**src/rtl/sercmd_master.sv**
```systemverilog
// ----------------------------------------------------------------------------
// sercmd_master
// Packet master for a byte-serial command link. Each accepted request goes
// out as cmd, addr, len, then either len payload bytes (write) or a wait for
// len received bytes (read), finishing with a one-cycle done pulse.
//
// Optional feature macro: SERCMD_TIMEOUT_EN
//   Defined   : an inter-byte watchdog runs in RDATA; on expiry err pulses
//               and the block returns to IDLE without done.
//   Undefined : RDATA waits indefinitely and err is tied low.
// ----------------------------------------------------------------------------
module sercmd_master #(
    parameter logic [23:0] TIMEOUT_CYCLES = 24'd5000000
) (
    input  logic       clock,
    input  logic       reset_n,
    input  logic       req_valid,
    output logic       req_ready,
    input  logic       req_write,
    input  logic [7:0] req_addr,
    input  logic [7:0] req_len,
    input  logic [7:0] wr_data,
    input  logic       wr_valid,
    output logic       wr_ready,
    output logic [7:0] rd_data,
    output logic       rd_valid,
    output logic [7:0] tx_data,
    output logic       tx_valid,
    input  logic       tx_ready,
    input  logic [7:0] rx_data,
    input  logic       rx_strobe,
    output logic       done,
    output logic       err
);

    typedef enum logic [2:0] {
        IDLE,
        CMD,
        ADDR,
        LEN,
        WDATA,
        RDATA,
        FIN
    } state_t;

    localparam logic [7:0] CMD_READ  = 8'h01;
    localparam logic [7:0] CMD_WRITE = 8'h02;

    state_t     state;
    state_t     state_next;

    logic       write_q;
    logic [7:0] addr_q;
    logic [7:0] len_q;
    logic [7:0] remain_q;

    logic       accept;
    logic       wr_xfer;
    logic       rx_take;
    logic       timeout_fire;

    assign accept  = (state == IDLE) && req_valid;
    assign wr_xfer = (state == WDATA) && wr_valid && tx_ready;
    assign rx_take = (state == RDATA) && rx_strobe;

    // State register; reset abandons any packet in flight.
    always_ff @(posedge clock or negedge reset_n) begin
        if (!reset_n) begin
            state <= IDLE;
        end else begin
            // NOTE: non-blocking assignment so every flop samples pre-edge values.
            state <= state_next;
        end
    end

    // Next-state logic and per-state drive of the tx/wr/handshake outputs.
    always_comb begin
        // NOTE: defaults first; any path that skips an assignment would infer a latch.
        state_next = state;
        req_ready  = 1'b0;
        tx_valid   = 1'b0;
        tx_data    = 8'h00;
        wr_ready   = 1'b0;
        done       = 1'b0;
        case (state)
            IDLE: begin
                req_ready = 1'b1;
                if (req_valid) state_next = CMD;
            end
            CMD: begin
                tx_valid = 1'b1;
                tx_data  = write_q ? CMD_WRITE : CMD_READ;
                if (tx_ready) state_next = ADDR;
            end
            ADDR: begin
                tx_valid = 1'b1;
                tx_data  = addr_q;
                if (tx_ready) state_next = LEN;
            end
            LEN: begin
                tx_valid = 1'b1;
                tx_data  = len_q;
                if (tx_ready) begin
                    if (len_q == 8'd0)  state_next = FIN;
                    else if (write_q)   state_next = WDATA;
                    else                state_next = RDATA;
                end
            end
            WDATA: begin
                // Payload passes straight through; the upstream source owns stability.
                wr_ready = tx_ready;
                tx_valid = wr_valid;
                tx_data  = wr_data;
                if (wr_xfer && (remain_q == 8'd1)) state_next = FIN;
            end
            RDATA: begin
                // A byte in the expiry cycle wins over the timeout.
                if (rx_strobe && (remain_q == 8'd1)) state_next = FIN;
                else if (timeout_fire)               state_next = IDLE;
            end
            FIN: begin
                done       = 1'b1;
                state_next = IDLE;
            end
            default: state_next = IDLE;
        endcase
    end

    // Request latch, remaining-byte counter and registered read-byte output.
    always_ff @(posedge clock or negedge reset_n) begin
        if (!reset_n) begin
            // NOTE: only control and output flops exist here; each gets an explicit reset value.
            write_q  <= 1'b0;
            addr_q   <= 8'h00;
            len_q    <= 8'h00;
            remain_q <= 8'h00;
            rd_data  <= 8'h00;
            rd_valid <= 1'b0;
        end else begin
            rd_valid <= 1'b0;
            if (accept) begin
                write_q  <= req_write;
                addr_q   <= req_addr;
                len_q    <= req_len;
                remain_q <= req_len;
            end
            if (wr_xfer) begin
                remain_q <= remain_q - 8'd1;
            end
            if (rx_take) begin
                rd_data  <= rx_data;
                rd_valid <= 1'b1;
                remain_q <= remain_q - 8'd1;
            end
        end
    end

`ifdef SERCMD_TIMEOUT_EN
    logic [23:0] to_cnt;
    logic        err_q;

    assign timeout_fire = (state == RDATA) && !rx_strobe &&
                          (to_cnt == (TIMEOUT_CYCLES - 24'd1));
    assign err          = err_q;

    // Inter-byte watchdog: held at zero outside RDATA, restarted by each byte.
    always_ff @(posedge clock or negedge reset_n) begin
        if (!reset_n) begin
            to_cnt <= 24'd0;
            err_q  <= 1'b0;
        end else begin
            err_q <= timeout_fire;
            if ((state != RDATA) || rx_strobe) to_cnt <= 24'd0;
            else                               to_cnt <= to_cnt + 24'd1;
        end
    end
`else
    assign timeout_fire = 1'b0;
    assign err          = 1'b0;
`endif

endmodule

```
**config.mk**
```make
export PLATFORM = sky130hd
export DESIGN_NAME = sercmd_master
export DESIGN_NICKNAME = d
export VERILOG_FILES = /design/src/rtl/sercmd_master.sv
export SDC_FILE = /design/constraint.sdc
export NUM_CORES = 1
export LEC_CHECK = 0
export CORE_MARGIN = 2
export CORE_UTILIZATION = 51
export DETAILED_ROUTE_END_ITERATION = 6
export GPL_ROUTABILITY_DRIVEN = 0
export PLACE_DENSITY = 0.86
export SLEW_MARGIN = 0
export SYNTH_ARGS = -nofsm -noshare
export SYNTH_HDL_FRONTEND = slang
export SYNTH_SLANG_ARGS = --single-unit
```
**constraint.sdc**
```tcl
create_clock -name clock -period 2.79 [get_ports clock]
set_input_delay 0.558 -clock clock [delete_from_list [all_inputs] [get_ports clock]]
set_output_delay 0.558 -clock clock [all_outputs]
set_load 0.05 [all_outputs]
```
### Word level (Yosys, flattened, before mapping)

Index checks and enable logic that the tools add are counted.

| cells by class | value |
|---|---|
| $add $sub $neg | 1 |
| equal/unequal tests | 13 |
| muxes and demuxes | 19 |
| reductions and logical operators | 11 |

Operator list:

| kind | number |
|---|---|
| $pmux W8 S4 | 1 |
| $mux W8 | 3 |
| $mux W3 | 6 |
| $pmux W3 S6 | 1 |
| $eq A3 B3 Y1 const B | 3 |
| $eq A8 B1 Y1 const B | 1 |
| $logic_not A8 Y1 | 1 |
| $ne A2 B2 Y1 const B | 4 |
| $sub A8 B1 Y8 const B | 1 |
| $eq A3 B2 Y1 const B | 2 |
| $logic_and A1 B1 Y1 | 6 |
| $reduce_and A6 Y1 | 1 |
| $mux W1 | 5 |
| $mux W2 | 2 |
| $ne A2 B1 Y1 const B | 2 |
| $eq A3 B1 Y1 const B | 1 |
| $logic_not A3 Y1 | 1 |
| $reduce_bool A3 Y1 | 1 |
| $reduce_or A3 Y1 | 1 |
| $pmux W1 S2 | 1 |

| word-level totals | value |
|---|---|
| register bits | 37 |

### Logic depth before layout (Yosys ltp)

Gate-level depths: netlist of the first run.

| logic depth | value |
|---|---|
| depth in word-level cells | 6 |
| gate-level depth with buffers | 6 |
| depth with buffers taken out | 6 |

### Worst setup path after synthesis of the first run

OpenSTA, ideal clock, no wires.

| timing | value |
|---|---|
| kind | register -> output |
| start | reg state[0] |
| end | out tx_data[2] |
| arrival | 2009 ps |
| required time | 2232 ps |
| slack | 223 ps |
| cell stages (with the launch flop) | 5 |
| path through | dfrtp_1 buf_6 buf_2 mux2i_1 o21ai_0 |

| between the ends | value |
|---|---|
| longest elaborated chain between the ends | 2 |

Ends and longest elaborated chain:

| element | line | RTL |
|---|---|---|
| start: declaration | 49 | `state_t state;` |
| start signal: assignment | 72 | `state <= state_next;` |
| $eq A3 B3 Y1, or another cell as far along | 85 | `case (state)` |
| $pmux W8 S4 * | 85 |  |
| end: declaration | 27 | `output logic [7:0] tx_data,` |

Every way passes the cells marked *; elsewhere a longest branch is shown, timed or not.

### Final worst setup path of the first run

| timing | value |
|---|---|
| start | reg state[0] |
| end | out tx_data[6] |

Same word-level chain as after synthesis.

==> results.md, run 1 <==
* Crit path DAT at roughly 2.1 ns
* First-pass GRT wire length at 8.107 mm
* Antenna violations before repair at 0
* WL per Instance at 15.61 um
* Clock tree buffer depth at 2
* Count of different cell masters after synthesis at 47
* Slew margin rel. at 0.4500
* Static leakage at roughly 1.3 nW
* Initial detailed-routing violation count at between 100 and 150
* Place WS at roughly 0.53 ns
* FF-to-FF End: state[0]
* Post-DRT Antenna Nets at 0
* Slowest-stage cell, CP: dfrtp_1
* Final Instance Area at roughly 2800 um2
* Ys async rst share at 1.000
* Fillcell total at ~290
* Final Hold Vio Count at 0
* Port Buffers at 59
* CTS buffer count at 5
* Post-CTS Setup Inserts at 0
* Core area at around 3700 um2
* Number of setup violations in the final report at 0
* Worst reg2reg path startpoint: remain_q[1]
* CP Capture Type: primary output
* Starting Density at 0.5451
* Root buf cell: clkbuf_8
* Fmax at 0.3822 GHz
* Post-synth EDFFs at 0
* Placed Area at 2708 um2
* Site Rows at 22
* CTS clk-pin slew, worst paths at around 0.08 ns
* CTS tree: done
* Syn Nets at about 260
* Post-CTS Hold Fix Bufs at 0
* Hold slack at 0.3455 ns
* Post-DP HPWL at about 3.6 mm
* Via Count at 1764
* CTS resizes at 0
* Avg Cell Area, Syn at roughly 9.4 um2
* Tcrit/Tclk final at 0.9377
* Gr usage total at 0.2417
* Worst setup margin at approximately 0.17 ns
* Status: finished, final reports clean
* Max cap viols at 0
* Total gr overflow at 0
* Final WL at just over 5 mm
* Post-synthesis cell area at about 2000 um2
* Dominant synthesized flop cell: dfrtp_1
* RSZ-0062 raised after global routing: false
* Share of cells above drive strength 1 at 0.1387
* Die area at between 4000 and 5000 um2
* Via density per instance at 5.478
* CP Max Fanout at 15
* Max-slew violations at 0
* Largest net degree at the start of global routing at 38
* PD cells at between 1000 and 1500 nW/um2
* Residual DRC at 0
* Setup total negative slack at 0 ns
* Worst R2R Setup Slack at between 0.7 and 0.8 ns
* Mapped Cells at around 220
* Worst setup SP type: flip-flop
* Worst Clk Skew at ~0.010 ns
* Die span in x at between 60 and 70 um
* Critical-path cell list: nor2_1 -> and2_0 -> nand2_1 -> o21ai_0 -> buf_12
* Vias in the first global route at between 1500 and 2000
* Die height at ~67 um
* Area growth, synth to finish at 38.38%
* WP data required at between 2 and 2.5 ns
* Flops & latches, synth at 37
* Io pins at 61
* H-tree Lvls at 2
* Ys Warns at 0
* Peak per-stage delay on the critical path at approximately 0.55 ns
* Measured slew at the worst slew-check pin at between 0.8 and 0.9 ns
* Nets at 314
* Kind of critical path: flip-flop to primary output
* Max VDD drop at around 660 uV
* Clk Latency, worst-skew pair at approximately 0.3 ns
* HP Class: input port to async pin
* Ant. Diodes at 0
* Reg2Reg Depth at 6
* Seq/Total Area, Yosys at 0.4537
* TritonRoute pass-1 iters at 4
* Tmin final at 2.616 ns
* CTS Sinks at 37
cell usage after synthesis, types with 2 or more instances:
cell      instances  area share
a211oi_1          3       0.011
a21oi_1           5       0.012
a221o_1           3       0.015
and2_1            2      0.0061
and3_1            3      0.0092
buf_2             4      0.0098
buf_4             3       0.011
buf_6             3       0.017
clkbuf_1          4      0.0074
dfrtp_1          37        0.45
ha_1              2       0.012
inv_1             4      0.0074
mux2_2            9       0.050
mux2i_1          12       0.059
nand2_1          63        0.12
nand2b_1          3      0.0092
nand3_1           3      0.0074
nand4_1           2      0.0061
nor2_1            6       0.011
nor2b_1           3      0.0092
nor3_1            3      0.0074
o21a_1            3       0.011
o21ai_0           8       0.020
o221a_1           2       0.011
o22ai_1           2      0.0061
or4_1             3       0.011
where the power goes:
group | internal (mW) | switching (mW) | total (mW)
Sequential | 0.773 | 0.239 | 1.01
Clock | 0.291 | 0.195 | 0.486
Combinational | 0.819 | 1.06 | 1.88
Total | 1.88 | 1.49 | 3.38
layout make-up:
cell class | instances | area [um2] | share of cell area
clock buffer | 7 | 86.33 | 0.03057
clock inverter | 1 | 30.03 | 0.01063
inverter | 5 | 18.77 | 0.006646
multi-input combinational | 160 | 1005 | 0.3558
sequential | 37 | 925.9 | 0.3279
tap | 48 | 60.06 | 0.02127
timing repair buffer | 64 | 698.2 | 0.2472
sequential cells by signal, summed over array words and instances, names as in the netlist:
name,cells
write_q,1
remain_q,8
rd_valid,1
rd_data,8
addr_q,8
state,3
len_q,8
critical path: cells and delay by family, from the launching register on:
family          cells  cell delay (ns)
buf+inv             1             0.19
flops               1             0.55
compound gates      1             0.17
simple gates        3             0.85
layer usage:
layer  up-vias  share of wire  GRT usage  wire, um
met3        10          0.054    0.05833       272
met4         0          0.018    0.08929        90
li1        859              -          -         -
met5         -              0          0         0
met1       838           0.43     0.3003      2144
met2        57           0.50     0.4084      2521
kinds of logic after synthesis:
| kind of cell | count (synthesis) | share of synthesized area |
|---|---|---|
| muxes | 22 | 0.1159 |
| and+or+nand+nor | 99 | 0.2324 |
| other | 1 | 0.001838 |
| DFF | 37 | 0.4537 |
| buffers and inverters | 19 | 0.05395 |
| AOI/OAI and AO/OA | 36 | 0.1300 |
| adders and majority gates | 2 | 0.01226 |
worst max path at each step:
stage          slack (ns)       start    endpoint  depth (start not counted)
2_1_floorplan        0.22    state[0]  tx_data[2]                          4
3_3_place_gp         0.54  wr_data[0]  tx_data[0]                          5
3_5_place_dp         0.53    state[0]  tx_data[6]                          5
4_1_cts              0.19    state[0]  tx_data[2]                          5
5_1_grt              0.08    state[0]  tx_data[3]                          5
6_report             0.17    state[0]  tx_data[6]                          5
per-stage QoR:
| stage | utilization | instances | total power, mW |
|---|---|---|---|
| 3_5_place_dp | 0.7233 | 314 | 2.898 |
| 6_report | 0.7543 | 322 | 3.378 |
| 3_3_place_gp | 0.7233 | 314 | 2.847 |
| 5_1_grt | 0.7543 | 322 | 3.574 |
| 2_1_floorplan | - | 216 | 2.206 |
| 4_1_cts | 0.7543 | 322 | 3.391 |
layout by cell type (no fill, tap or decap), drive strengths merged, types with 4 or more instances in the layout:
cell	n
o21ai	8
a21oi	6
mux2	10
nor2	6
clkbuf	7
dfrtp	37
buf	16
nor3	4
mux2i	12
inv	5
nand2	63
clkdlybuf4s50	48
Power figures use the tool's default switching activity.
==> inputs of run 2 (changes only) <==
--- a/config.mk
+++ b/config.mk
@@ -5,6 +5,7 @@
 export SDC_FILE = /design/constraint.sdc
 export NUM_CORES = 1
 export LEC_CHECK = 0
+export CAP_MARGIN = 20
 export CORE_MARGIN = 2
 export CORE_UTILIZATION = 51
 export DETAILED_ROUTE_END_ITERATION = 6
==> results of run 2 <==
Same layout as run 1: the final DEF is identical, and so are final timing and power.
